[src/rtl/mac_pkg.sv]
// Shared types and default widths for the MAC processing element slice.
package mac_pkg;

  localparam int DefWidthA = 8;
  localparam int DefWidthB = 8;
  localparam int DefKWidth = 8;

  typedef enum logic [1:0] {
    IDLE,
    RUN,
    WAIT,
    OUT
  } state_e;

endpackage

[src/rtl/mac_pe_seq.sv]
// Operand join, dot-product sequencing and result drain for one mac_pe.
// The PE itself lives beside this block in the tile wrapper.
module mac_pe_seq
  import mac_pkg::*;
#(
  parameter int DataWidthA = DefWidthA,
  parameter int DataWidthB = DefWidthB,
  parameter int DataWidthC = DataWidthA + DataWidthB,
  parameter int KWidth     = DefKWidth
) (
  input  logic                  clk_i,
  input  logic                  rst_ni,
  input  logic                  start_i,
  input  logic [KWidth-1:0]     k_len_i,
  output logic                  busy_o,
  input  logic [DataWidthA-1:0] a_i,
  input  logic                  a_valid_i,
  output logic                  a_ready_o,
  input  logic [DataWidthB-1:0] b_i,
  input  logic                  b_valid_i,
  output logic                  b_ready_o,
  output logic [DataWidthA-1:0] pe_a_o,
  output logic [DataWidthB-1:0] pe_b_o,
  output logic                  pe_a_valid_o,
  output logic                  pe_b_valid_o,
  output logic                  pe_acc_clr_o,
  input  logic [DataWidthC-1:0] pe_c_i,
  output logic [DataWidthC-1:0] res_o,
  output logic                  res_valid_o,
  input  logic                  res_ready_i
);

  localparam logic [KWidth-1:0] KOne = KWidth'(1);

  state_e                state_q, state_d;
  logic [KWidth-1:0]     cnt_q, cnt_d;
  logic [KWidth-1:0]     k_q, k_d;
  logic [DataWidthC-1:0] res_q, res_d;
  logic                  res_valid_q, res_valid_d;
  logic                  fire;

  assign fire = a_valid_i && b_valid_i;

  always_ff @(posedge clk_i) begin
    if (!rst_ni) begin
      state_q     <= IDLE;
      cnt_q       <= '0;
      k_q         <= '0;
      res_q       <= '0;
      res_valid_q <= 1'b0;
    end else begin
      state_q     <= state_d;
      cnt_q       <= cnt_d;
      k_q         <= k_d;
      res_q       <= res_d;
      res_valid_q <= res_valid_d;
    end
  end

  always_comb begin
    state_d      = state_q;
    cnt_d        = cnt_q;
    k_d          = k_q;
    res_d        = res_q;
    res_valid_d  = res_valid_q;
    a_ready_o    = 1'b0;
    b_ready_o    = 1'b0;
    pe_a_o       = '0;
    pe_b_o       = '0;
    pe_a_valid_o = 1'b0;
    pe_b_valid_o = 1'b0;
    pe_acc_clr_o = 1'b0;
    unique case (state_q)
      IDLE: begin
        if (start_i) begin
          k_d   = k_len_i;
          cnt_d = '0;
          if (k_len_i == '0) begin
            // empty job: PE loads zero so WAIT captures a clean 0
            pe_acc_clr_o = 1'b1;
            state_d      = WAIT;
          end else begin
            state_d = RUN;
          end
        end
      end
      RUN: begin
        a_ready_o = b_valid_i;
        b_ready_o = a_valid_i;
        if (fire) begin
          pe_a_o       = a_i;
          pe_b_o       = b_i;
          pe_a_valid_o = 1'b1;
          pe_b_valid_o = 1'b1;
          pe_acc_clr_o = (cnt_q == '0);
          cnt_d        = cnt_q + KOne;
          if (cnt_q == k_q - KOne) begin
            state_d = WAIT;
          end
        end
      end
      WAIT: begin
        res_d       = pe_c_i;
        res_valid_d = 1'b1;
        state_d     = OUT;
      end
      OUT: begin
        if (res_ready_i) begin
          res_valid_d = 1'b0;
          state_d     = IDLE;
        end
      end
      default: state_d = IDLE;
    endcase
  end

  assign busy_o      = (state_q != IDLE);
  assign res_o       = res_q;
  assign res_valid_o = res_valid_q;

endmodule
[config.mk]
export PLATFORM = sky130hd
export DESIGN_NAME = mac_pe_seq
export DESIGN_NICKNAME = d
export VERILOG_FILES = /design/src/rtl/mac_pkg.sv /design/src/rtl/mac_pe_seq.sv
export SDC_FILE = /design/constraint.sdc
export NUM_CORES = 1
export LEC_CHECK = 0
export BUFFER_PORTS_ARGS = -buffer_cell sky130_fd_sc_hd__buf_2
export CAP_MARGIN = 20
export CORE_MARGIN = 1
export CORE_UTILIZATION = 42
export DETAILED_ROUTE_END_ITERATION = 8
export HOLD_SLACK_MARGIN = 0.05
export PLACE_DENSITY = 0.75
export REMOVE_ABC_BUFFERS = 1
export SLEW_MARGIN = 30
export SYNTH_ARGS = -nofsm -noshare
export SYNTH_HDL_FRONTEND = slang
export SYNTH_SLANG_ARGS = --single-unit
[constraint.sdc]
create_clock -name clk_i -period 1.9 [get_ports clk_i]
set_input_delay 0.19 -clock clk_i [delete_from_list [all_inputs] [get_ports clk_i]]
set_output_delay 0.19 -clock clk_i [all_outputs]
set_load 0.1 [all_outputs]
==> flow_metrics.env <==
export IMPL_final_cell_count_no_fill=371
export IMPL_synthAdderAreaFrac_pct=5.29
export IMPL_vias=1850
export IMPL_synth_most_common_cell="dfxtp_1"
export IMPL_cts_buffers=5
export IMPL_die_y_um=69.1
export IMPL_drtPass1Iterations=6
export IMPL_fmax_ghz=0.547
export IMPL_relSlewSlack_pct=64.3
export IMPL_synth_edff_count=0
export IMPL_worstPathArrival_ns=1.64
export IMPL_final_area_um2=2950
export IMPL_setup_ws_ns=0.0733
export IMPL_synth_seq_area_share_pct=37.1
export IMPL_rows=24
export IMPL_coreArea_um2=4350
export IMPL_r2r_end="cnt_q[7]"
export IMPL_drc=0
export IMPL_critPathMaxFanout=2
export IMPL_synth_xor_xnor_area_share_pct=6.02
export IMPL_leakagePower_nw=1.31
export IMPL_synth_mux_area_fraction_pct=9.07
export IMPL_synth_top_area_cell="dfxtp_1"
export IMPL_antenna_found_initial=0
export IMPL_drtAntennaViolNets=0
export IMPL_io_buffer_count=84
export IMPL_worstPathRequired_ns=1.71
export IMPL_outcome="finished clean"
export IMPL_hold_class="input pin to flip-flop"
export IMPL_drv_slew=0
export IMPL_finalCritPeriodShare_pct=96.1
export IMPL_drive_above_1_share_pct=42.6
export IMPL_fin_skew_ns=0.00731
export IMPL_maxCapViolations=0
export IMPL_dp_cells=357
export IMPL_r2r_start="state_q[1]"
export IMPL_synth_cell_types=44
export IMPL_synthTopCellsByCount="dfxtp_1 (35), nor2_1 (32), nand2_1 (24), and2_1 (20), mux2i_1 (16)"
export IMPL_grt_pass1_wl_mm=8.25
export IMPL_synth_seq_cells=35
export IMPL_synth_simple_gate_area_share_pct=26.8
export IMPL_multiInputGateArea_um2=1220
export IMPL_rsz0062_at_grt="yes"
export IMPL_hpwl_mm=3.55
export IMPL_synth_compound_area_share_pct=11.3
export IMPL_nFillCells=316
export IMPL_clkSinkCount=35
export IMPL_cts_tree="built"
export IMPL_path_cells="inv_2, ha_4, nor4b_4, nand2_2, o41ai_4, buf_12"
export IMPL_finalSetupViolations=0
export IMPL_power_density_nw_per_um2=1200
export IMPL_crit_path_end="pe_acc_clr_o"
export IMPL_vdd_drop_max_v=0.00108
export IMPL_grt_max_degree=19
export IMPL_fin_crit_ns=1.83
export IMPL_pre_cts_ws_ns=-0.0563
export IMPL_netlist_instances=224
export IMPL_path_class="flip-flop to output port"
export IMPL_reg2reg_depth=9
export IMPL_synth_top_family_by_area="simple AND/OR/NAND/NOR gates"
export IMPL_worstMarginPinSlew_ns=0.531
export IMPL_grt_pass1_vias=1830
export IMPL_gp_congestion=0.829
export IMPL_synth_area_top_cells="dfxtp_1 (37%), mux2i_1 (8.5%), and2_1 (6.6%)"
export IMPL_grt_overflow=0
export IMPL_synth_top_area_share_pct=37.1
export IMPL_drt_iter0_drc=89
export IMPL_place_area_um2=2690
export IMPL_synth_area_per_cell_um2=8.44
export IMPL_via_per_inst=4.99
export IMPL_ff_latch_area_um2=708
export IMPL_nets=372
export IMPL_startpoint="cnt_q[0]"
export IMPL_yosys_most_used_dff="dfxtp_1"
export IMPL_clk_path_buf_depth=2
export IMPL_holdPathStages=3
export IMPL_htreeDepth=2
export IMPL_root_buffer="clkbuf_8"
export IMPL_cts_clk_slew_worst_paths_ns=0.07
export IMPL_syn_to_final_growth_pct=56.0
export IMPL_wire_per_inst_um=13.4
export IMPL_pin_count=85
export IMPL_start_util_pct=43.4
export IMPL_slowest_stage="dfxtp_2"
export IMPL_die_w_um=69.1
export IMPL_syn_area_um2=1890
export IMPL_ys_async_sr_fraction_pct=0
export IMPL_cp_start_kind="flip-flop"
export IMPL_dieArea_um2=4770
export IMPL_yosysWarnings=0
export IMPL_grt_util_all_layers_pct=21.6
export IMPL_endpoint_kind="output port"
export IMPL_finalHoldViolCount=0
export IMPL_reg2reg_slack_ns=0.11
export IMPL_clkLatencyLatePin_ns=0.30
export IMPL_slowest_delay_ns=0.33
export IMPL_routed_wl_mm=4.98
export IMPL_diodes=0
==> layout make-up <==
cell class,count,area share (%)
tap,52,2.21
inverter,10,1.27
timing repair buffer,97,28.2
clock buffer,6,2.46
clock inverter,2,0.424
multi-input combinational,169,41.4
sequential,35,24.0
==> critical path, delay by kind of cell (launching register included) <==
kind	cells	cell delay [ns]
DFF	1	0.33
and+or+nand+nor	2	0.30
buffers and inverters	2	0.30
AOI/OAI and AO/OA	1	0.29
adders and majority gates	1	0.12
==> kinds of logic (layout without fill, tap and decap cells) <==
family,Yosys count,in the layout
xor+xnor,13,13
simple gates,100,100
flops,35,35
fa+ha+maj,8,8
compound gates,31,31
mux,17,17
buf+inv,20,115
==> worst min path at each step <==
| stage | startpoint | endpoint | slack (ns) |
|---|---|---|---|
| 5_1_grt | pe_c_i[10] | res_o[10] | 0.12 |
| 3_3_place_gp | pe_c_i[8] | res_o[8] | 0.42 |
| 2_1_floorplan | k_len_i[7] | k_q[7] | 0.33 |
| 4_1_cts | pe_c_i[7] | res_o[7] | 0.12 |
| 3_5_place_dp | pe_c_i[8] | res_o[8] | 0.43 |
| 6_report | pe_c_i[9] | res_o[9] | 0.12 |
==> cells in the final DEF (no fill, tap or decap), drive strengths merged, types with 2 or more instances in the layout <==
cell	count
buf	97
dfxtp	35
nor2	32
nand2	24
and2	20
mux2i	16
a21oi	12
inv	10
ha	8
xnor2	7
xor2	6
clkbuf	6
and3	5
nor3	5
o21ai	4
nand3	3
or4	2
nand4	2
o21a	2
o41ai	2
nor2b	2
and4	2
a31oi	2
o2111ai	2
==> report_power, final <==
part	total [W]	switching (W)	internal, W
Sequential	0.000945	0.0000868	0.000858
Combinational	0.00205	0.00139	0.000657
Clock	0.000535	0.000280	0.000256
Total	0.00353	0.00176	0.00177
==> metrics by stage <==
stage	setup TNS, ns	hold slack (ns)	utilization, %	power, W
floorplan	-31.09	0.326	-	0.00239
detailed placement	-0.0695	0.431	61.8	0.00284
global placement	0	0.421	61.8	0.00280
global route	-0.0321	0.122	67.7	0.00371
finish	0	0.119	67.7	0.00353
CTS	-0.0124	0.118	66.9	0.00349
==> metal layers <==
layer	track usage [%]	wire length [um]	vias up
li1	-	-	942
met1	24.6	2060	851
met2	37.0	2570	48
met3	6.87	253	9
met4	9.07	91	0
met5	0	0	-
==> state kept, by name, summed over array words and instances, names as in the netlist <==
| name | count |
|---|---|
| res_o | 16 |
| cnt_q | 8 |
| k_q | 8 |
| state_q | 2 |
| res_valid_o | 1 |
==> what timing repair did <==
action / in CTS / in global routing
pin swaps: 5 / 7
endpoints found under the setup margin: 19 / 6
buffers inserted: 6 / 0
hold buffers: 0 / 0
gates resized for setup: 22 / 10
Note: power is estimated with default switching activity, not from simulation.
